==> src/rtl/peak_event_tracker_pkg.sv <==
// Shared types and constants for the peak event tracker.
// The record struct widths here define the record width; the tracker's
// IBITS/EBITS parameters default to these values and must match them.
package peak_tracker_pkg;

  localparam int DROP_BITS = 8;
  localparam int REC_IBITS = 18;
  localparam int REC_EBITS = 16;

  typedef enum logic {
    WAIT_FIRST = 1'b0,
    MEASURE    = 1'b1
  } state_t;

  typedef struct packed {
    logic [REC_IBITS-1:0] interval;
    logic [REC_EBITS-1:0] index;
  } evt_rec_t;

  // Increment that sticks at all-ones instead of wrapping
  function automatic logic [DROP_BITS-1:0] sat_inc_drop(input logic [DROP_BITS-1:0] v);
    return (&v) ? v : v + 1'b1;
  endfunction

endpackage

==> src/rtl/peak_event_tracker_if.sv <==
// Valid/ready event record channel between the peak tracker and its monitor.
interface peak_event_tracker_if
  import peak_tracker_pkg::*;
#(
  parameter int IBITS = REC_IBITS,
  parameter int EBITS = REC_EBITS
);

  logic             evt_valid;
  logic             evt_ready;
  logic [IBITS-1:0] evt_interval;
  logic [EBITS-1:0] evt_index;

  modport master (output evt_valid, output evt_interval, output evt_index, input evt_ready);
  modport slave  (input evt_valid, input evt_interval, input evt_index, output evt_ready);

endinterface

==> src/rtl/peak_event_tracker_queue.sv <==
// Two-entry record FIFO. Entry 0 is always the head; a pop shifts entry 1
// down. A push into a full queue is accepted only if a pop happens in the
// same cycle, otherwise it is discarded and flagged on push_drop.
module peak_evt_queue
  import peak_tracker_pkg::*;
(
  input  logic     clk,
  input  logic     rst,
  input  logic     clr,
  input  logic     push,
  input  evt_rec_t push_rec,
  output logic     out_valid,
  input  logic     out_ready,
  output evt_rec_t head_rec,
  output logic     push_drop
);

  evt_rec_t   ent0_q, ent0_d;
  evt_rec_t   ent1_q, ent1_d;
  logic [1:0] count_q, count_d;
  logic       pop;

  assign out_valid = (count_q != 2'd0);
  assign head_rec  = ent0_q;
  assign pop       = out_valid & out_ready;
  assign push_drop = push & (count_q == 2'd2) & ~pop;

  // Next queue contents from the push/pop combination
  always_comb begin
    ent0_d  = ent0_q;
    ent1_d  = ent1_q;
    count_d = count_q;
    if (clr) begin
      ent0_d  = '0;
      ent1_d  = '0;
      count_d = 2'd0;
    end else begin
      case ({push, pop})
        2'b11: begin
          if (count_q == 2'd1) begin
            ent0_d = push_rec;
          end else begin
            ent0_d = ent1_q;
            ent1_d = push_rec;
          end
        end
        2'b01: begin
          ent0_d  = ent1_q;
          count_d = count_q - 2'd1;
        end
        2'b10: begin
          if (count_q == 2'd0) begin
            ent0_d  = push_rec;
            count_d = 2'd1;
          end else if (count_q == 2'd1) begin
            ent1_d  = push_rec;
            count_d = 2'd2;
          end
        end
        default: ;
      endcase
    end
  end

  // Queue storage registers
  always_ff @(posedge clk or posedge rst) begin
    if (rst) begin
      ent0_q  <= '0;
      ent1_q  <= '0;
      count_q <= 2'd0;
    end else begin
      ent0_q  <= ent0_d;
      ent1_q  <= ent1_d;
      count_q <= count_d;
    end
  end

endmodule

==> src/rtl/peak_event_tracker.sv <==
// Peak event tracker: edge-detects sig_in, measures peak-to-peak interval,
// numbers events, checks pulse width and queues records to the monitor.
// Optional period check enabled by defining PEAK_TRACKER_PERIOD_CHECK_EN.
module peak_event_tracker
  import peak_tracker_pkg::*;
#(
  parameter int IBITS      = REC_IBITS,
  parameter int EBITS      = REC_EBITS,
  parameter int MAX_HIGH   = 2,
  parameter int EXP_PERIOD = 100002,
  parameter int TOL        = 4
)(
  input  logic                 clk,
  input  logic                 rst,
  input  logic                 sig_in,
  input  logic                 clr,
  peak_event_tracker_if.master evt,
  output logic                 width_err,
  output logic [DROP_BITS-1:0] drop_cnt,
  output logic                 period_err
);

  localparam int               HBITS    = $clog2(MAX_HIGH + 2);
  localparam logic [HBITS-1:0] HIGH_SAT = HBITS'(MAX_HIGH + 1);

  state_t               state_q, state_d;
  logic                 sig_q;
  logic [IBITS-1:0]     cnt_q, cnt_d;
  logic [EBITS-1:0]     event_cnt_q, event_cnt_d;
  logic [HBITS-1:0]     high_run_q, high_run_d;
  logic                 width_err_q, width_err_d;
  logic [DROP_BITS-1:0] drop_cnt_q, drop_cnt_d;
  logic                 period_err_q, period_err_d;
  logic                 rise;
  logic                 push;
  logic                 push_drop;
  logic                 period_bad;
  evt_rec_t             push_rec;
  evt_rec_t             head_rec;

  assign rise = sig_in & ~sig_q;

  // Interval FSM: first peak arms the counter, later peaks emit records
  always_comb begin
    state_d     = state_q;
    cnt_d       = cnt_q;
    event_cnt_d = event_cnt_q;
    push        = 1'b0;
    push_rec    = '0;
    if (clr) begin
      state_d     = WAIT_FIRST;
      cnt_d       = '0;
      event_cnt_d = '0;
    end else begin
      case (state_q)
        WAIT_FIRST: begin
          cnt_d = '0;
          if (rise) begin
            state_d = MEASURE;
            cnt_d   = IBITS'(1);
          end
        end
        MEASURE: begin
          if (rise) begin
            push              = 1'b1;
            push_rec.interval = cnt_q;
            push_rec.index    = event_cnt_q + 1'b1;
            event_cnt_d       = event_cnt_q + 1'b1;
            cnt_d             = IBITS'(1);
          end else if (!(&cnt_q)) begin
            cnt_d = cnt_q + 1'b1;
          end
        end
        default: state_d = WAIT_FIRST;
      endcase
    end
  end

`ifdef PEAK_TRACKER_PERIOD_CHECK_EN
  localparam logic [IBITS-1:0] EXP_V = IBITS'(EXP_PERIOD);
  localparam logic [IBITS-1:0] TOL_V = IBITS'(TOL);
  logic [IBITS-1:0] period_diff;

  // Absolute deviation of the measured interval from the nominal period
  always_comb begin
    period_diff = (push_rec.interval > EXP_V) ? (push_rec.interval - EXP_V)
                                              : (EXP_V - push_rec.interval);
    period_bad  = push & ((&push_rec.interval) | (period_diff > TOL_V));
  end
`else
  assign period_bad = 1'b0;
`endif

  // Width check, drop counter and sticky error flags
  always_comb begin
    high_run_d   = '0;
    width_err_d  = width_err_q;
    drop_cnt_d   = drop_cnt_q;
    period_err_d = period_err_q;
    if (sig_in) begin
      high_run_d = (high_run_q == HIGH_SAT) ? high_run_q : high_run_q + 1'b1;
    end
    if (clr) begin
      width_err_d  = 1'b0;
      drop_cnt_d   = '0;
      period_err_d = 1'b0;
    end else begin
      if (high_run_d == HIGH_SAT) width_err_d = 1'b1;
      if (push_drop) drop_cnt_d = sat_inc_drop(drop_cnt_q);
      if (period_bad) period_err_d = 1'b1;
    end
  end

  // State and counter registers
  always_ff @(posedge clk or posedge rst) begin
    if (rst) begin
      state_q      <= WAIT_FIRST;
      sig_q        <= 1'b0;
      cnt_q        <= '0;
      event_cnt_q  <= '0;
      high_run_q   <= '0;
      width_err_q  <= 1'b0;
      drop_cnt_q   <= '0;
      period_err_q <= 1'b0;
    end else begin
      state_q      <= state_d;
      sig_q        <= sig_in;
      cnt_q        <= cnt_d;
      event_cnt_q  <= event_cnt_d;
      high_run_q   <= high_run_d;
      width_err_q  <= width_err_d;
      drop_cnt_q   <= drop_cnt_d;
      period_err_q <= period_err_d;
    end
  end

  peak_evt_queue u_queue (
    .clk       (clk),
    .rst       (rst),
    .clr       (clr),
    .push      (push),
    .push_rec  (push_rec),
    .out_valid (evt.evt_valid),
    .out_ready (evt.evt_ready),
    .head_rec  (head_rec),
    .push_drop (push_drop)
  );

  assign evt.evt_interval = head_rec.interval;
  assign evt.evt_index    = head_rec.index;
  assign width_err        = width_err_q;
  assign drop_cnt         = drop_cnt_q;
  assign period_err       = period_err_q;

endmodule

==> src/flat_wrapper.sv <==
// flat-port wrapper written by rule: the top's interface ports become plain ports
module peak_event_tracker_flat import peak_tracker_pkg::*;
#(
  parameter int IBITS      = REC_IBITS,
  parameter int EBITS      = REC_EBITS,
  parameter int MAX_HIGH   = 2,
  parameter int EXP_PERIOD = 100002,
  parameter int TOL        = 4
)
  (clk, rst, sig_in, clr, width_err, drop_cnt, period_err, evt_evt_valid, evt_evt_interval, evt_evt_index, evt_evt_ready);
  peak_event_tracker_if #(.IBITS(IBITS), .EBITS(EBITS)) evt_i ();
  input  logic clk;
  input  logic rst;
  input  logic sig_in;
  input  logic clr;
  output logic width_err;
  output logic [DROP_BITS-1:0] drop_cnt;
  output logic period_err;
  output wire logic [$bits(evt_i.evt_valid)-1:0] evt_evt_valid;
  output wire logic [$bits(evt_i.evt_interval)-1:0] evt_evt_interval;
  output wire logic [$bits(evt_i.evt_index)-1:0] evt_evt_index;
  input wire logic [$bits(evt_i.evt_ready)-1:0] evt_evt_ready;
  assign evt_evt_valid = evt_i.evt_valid;
  assign evt_evt_interval = evt_i.evt_interval;
  assign evt_evt_index = evt_i.evt_index;
  assign evt_i.evt_ready = evt_evt_ready;
  peak_event_tracker #(.IBITS(IBITS), .EBITS(EBITS), .MAX_HIGH(MAX_HIGH), .EXP_PERIOD(EXP_PERIOD), .TOL(TOL)) u_core (.clk(clk), .rst(rst), .sig_in(sig_in), .clr(clr), .evt(evt_i), .width_err(width_err), .drop_cnt(drop_cnt), .period_err(period_err));
endmodule
==> config.mk <==
export PLATFORM = sky130hd
export DESIGN_NAME = peak_event_tracker_flat
export DESIGN_NICKNAME = d
export VERILOG_FILES = /design/src/rtl/peak_event_tracker_pkg.sv /design/src/rtl/peak_event_tracker_if.sv /design/src/rtl/peak_event_tracker_queue.sv /design/src/rtl/peak_event_tracker.sv /design/src/flat_wrapper.sv
export SDC_FILE = /design/constraint.sdc
export NUM_CORES = 1
export LEC_CHECK = 0
export CAP_MARGIN = 20
export CORE_MARGIN = 1
export CORE_UTILIZATION = 49
export CTS_CLUSTER_SIZE = 8
export DETAILED_ROUTE_END_ITERATION = 12
export PLACE_DENSITY = 0.69
export SLEW_MARGIN = 20
export SYNTH_ARGS = -nofsm -noshare
export SYNTH_HDL_FRONTEND = slang
export SYNTH_SLANG_ARGS = --single-unit
==> constraint.sdc <==
create_clock -name clk -period 4.7 [get_ports clk]
set_input_delay 0.94 -clock clk [delete_from_list [all_inputs] [get_ports clk]]
set_output_delay 0.94 -clock clk [all_outputs]
set_load 0.03 [all_outputs]
==> impl_results.md <==
- Sequential share of the synthesized area: 47.8%
- Share of cells above drive strength 1: 9.05%
- Clk slew on worst S/H paths: 50 ps
- Normalized max-slew margin: 30.1%
- Crit path from: sig_in
- Worst skew pair latency: 420 ps
- Final core utilization: 59.9%
- DRC errors left: 0
- Detailed Routing Iterations Pass 1: 6
- Most frequent cells in the layout: dfrtp_1 (117), nand2_1 (59), nor2_1 (55)
- H-tree levels: 4
- Top_reg_cell synth: dfrtp_1
- Starting density of the core: 50.5%
- Total wire length: 15,800 um
- CORE AREA: 12,100 um2
- Total grt overflow: 0
- Number of synthesized register bits: 117
- Port-buffer cells: 48
- Slew of the pin with the lowest slew margin: 1040 ps
- Syn nets: 635
- Syn avg cell area: 9.86 um2
- Synth async-reset ratio: 100%
- Fin crit period: 3610 ps
- Worst reg-to-reg path cell count: 11
- Number of buffers created by CTS: 17
- GR Util All Layers: 26.2%
- Worst Skew: 8.42 ps
- Hold buffers post-CTS: 0
- RR Endpoint: u_core.u_queue.head_rec[11]
- Global-route wire length before repair: 26,100 um
- Mapped Cells: 621
- EDFF count, synth: 0
- Post-synth cell types: 65
- Layout fillers: 1,043
- Routed vias/inst: 6.22
- RSZ-0062 raised after global routing: false
- Min Hold Slack: 458 ps
- Area delta synth->final: 18.6%
- Worst Setup Path Type: in2reg
- Maxcap violations: 0
- Cell repeated most along the worst path: o21ai_0
- Vias: 5,172
- Die ar.: 12,900 um2
- Largest net degree at the start of global routing: 79
- Initial antenna violation count: 0
- Critical path buffer and inverter count: 3
- Commonest non-fill, non-tap cell in the layout: dfrtp_1
- Row count: 40
- CP Capture Type: flip-flop
- CP max-delay cell: clkdlybuf4s50_1
- Final nets: 667
- DRT antenna net count: 0
- DIE WIDTH: 114 um
- Die height: 114 um
- Tightest Hold Check Type: reg2reg
- Leak: 0.00292 uW
- Post-Synthesis Cell Area: 6120 um2
- Setup Viol. Count Final: 0
- Reg2Reg Setup Slack: 1380 ps
- Routed length per instance: 19.0 um
- CP arrival: 3940 ps
- Slowest stage delay, CP: 510 ps
- Yosys Warn Count: 0
- Fin. Hold Viols: 0
- Worst setup path endpoint: u_core.u_queue.head_rec[11]
- Setup TNS Final: 0 ps
- CP Launch Type: input pin
- Peak VDD IR: 0.000225 V
- Crit Path Max Fanout: 23
- Antenna Cells: 0
- Vias in the first global route: 4,997
- Reg2reg start: u_core.u_queue.count_q[0]
- Max Fclk: 277 MHz
- Setup bufs post-CTS: 0
- Critical path depth: 11
- GPL Wtd Cong: 0.825
- Critical path cell sequence: clkdlybuf4s50_1, and3b_1, nand2b_1, inv_1, ha_1, buf_4, or3b_1, a21o_1, a221oi_1, o21ai_0, o21ai_0
- CP required: 5030 ps
- CTS Buffer Depth: 2
- CTS tree: done
- Status: complete, no violations
- Detailed Place HPWL: 10,100 um
- Root Driver: clkbuf_16
- First DRT Iteration DRCs: 480
- Fin crit share: 76.8%
- CTS resizes: 0
- PD cells: 340 nW/um2
- Pins Over Slew Limit: 0
- CTS Sinks: 117
- IO Count: 50
- Worst path top cell family by delay: compound AO/OA/AOI/OAI gates
[per-layer routing]
layer	up-vias	global-route usage, %	wire length [um]
met5	-	0	0
met4	0	10.3	248
met3	23	6.27	1050
met2	238	41.0	7550
met1	2539	35.3	6940
li1	2372	-	-
[area by class of cell]
class / count / area (um2) / share of cell area (%)
inverters: 15 / 58.8 / 0.810
repair buffers: 64 / 633 / 8.72
flip-flops and latches: 117 / 2930 / 40.3
multi-input cells: 438 / 2920 / 40.2
well taps: 168 / 210 / 2.90
clock buffers: 23 / 478 / 6.58
clock inverters: 6 / 30.0 / 0.414
[logic make-up (layout without fill, tap and decap cells)]
| group | Yosys count | count (layout) | synth area share, % |
|---|---|---|---|
| other cells | 1 | 1 | 0.0613 |
| buf+inv | 66 | 108 | 4.52 |
| simple gates | 193 | 193 | 15.1 |
| mux | 6 | 6 | 1.02 |
| fa+ha+maj | 9 | 9 | 1.84 |
| flops | 117 | 117 | 47.8 |
| xor+xnor | 41 | 41 | 5.87 |
| compound gates | 188 | 188 | 23.7 |
[state kept, by name (all words and copies together), names as in the netlist]
register                 cells
u_core.cnt_q                18
u_core.drop_cnt              8
u_core.event_cnt_q          16
u_core.high_run_q            2
u_core.sig_q                 1
u_core.state_q               1
u_core.u_queue.count_q       2
u_core.u_queue.ent1_q       34
u_core.u_queue.head_rec     34
u_core.width_err             1
[synthesized netlist by cell type, drive strengths merged (3+ instances only)]
cell type / n / area [um2]
or2: 3 / 18.8
xor2: 16 / 140
buf: 14 / 81.3
nand2: 59 / 221
nor2b: 5 / 31.3
clkbuf: 37 / 139
o211ai: 4 / 40.0
and3: 4 / 25.0
a22o: 23 / 201
nand3: 15 / 75.1
ha: 9 / 113
nor3b: 3 / 22.5
a21oi: 26 / 130
or3: 6 / 37.5
nand2b: 4 / 25.0
a32o: 4 / 40.0
a2111oi: 4 / 41.3
o21a: 4 / 30.0
o2bb2ai: 13 / 114
xnor2: 25 / 219
nor4: 4 / 31.3
a221oi: 41 / 359
inv: 13 / 48.8
mux2i: 4 / 40.0
nor2: 57 / 216
nand4: 6 / 43.8
a21o: 4 / 30.0
and2: 4 / 25.0
o31ai: 20 / 150
a22oi: 4 / 30.0
nor3: 12 / 60.1
o2111ai: 5 / 62.6
o21ai: 24 / 120
dfrtp: 117 / 2930
[power breakdown]
part	leakage, uW	switching, uW	internal [uW]
clock	0.000258	428	698
sequential	0.00163	12.4	1020
combinational	0.00103	207	97.0
total	0.00292	648	1820
[per-stage QoR]
stage,cell area (um2),std cells,setup WS [ps],power (uW)
after floorplan,6120,621,659,1250
after global placement,6720,801,745,1340
after detailed placement,6720,801,670,1350
after CTS,7230,830,1090,2470
after global routing,7260,831,809,2550
final,7260,831,1090,2460
[worst min path at each step]
stage	startpoint	end	slack, ps	cells after the start
4_1_cts	u_core.high_run_q[0]	u_core.high_run_q[0]	460	1
3_3_place_gp	u_core.high_run_q[0]	u_core.high_run_q[0]	440	1
2_1_floorplan	u_core.high_run_q[0]	u_core.high_run_q[0]	430	1
6_report	u_core.high_run_q[0]	u_core.high_run_q[0]	460	1
3_5_place_dp	u_core.high_run_q[0]	u_core.high_run_q[0]	450	1
5_1_grt	u_core.high_run_q[0]	u_core.high_run_q[0]	500	1
Power figures use the tool's default switching activity.
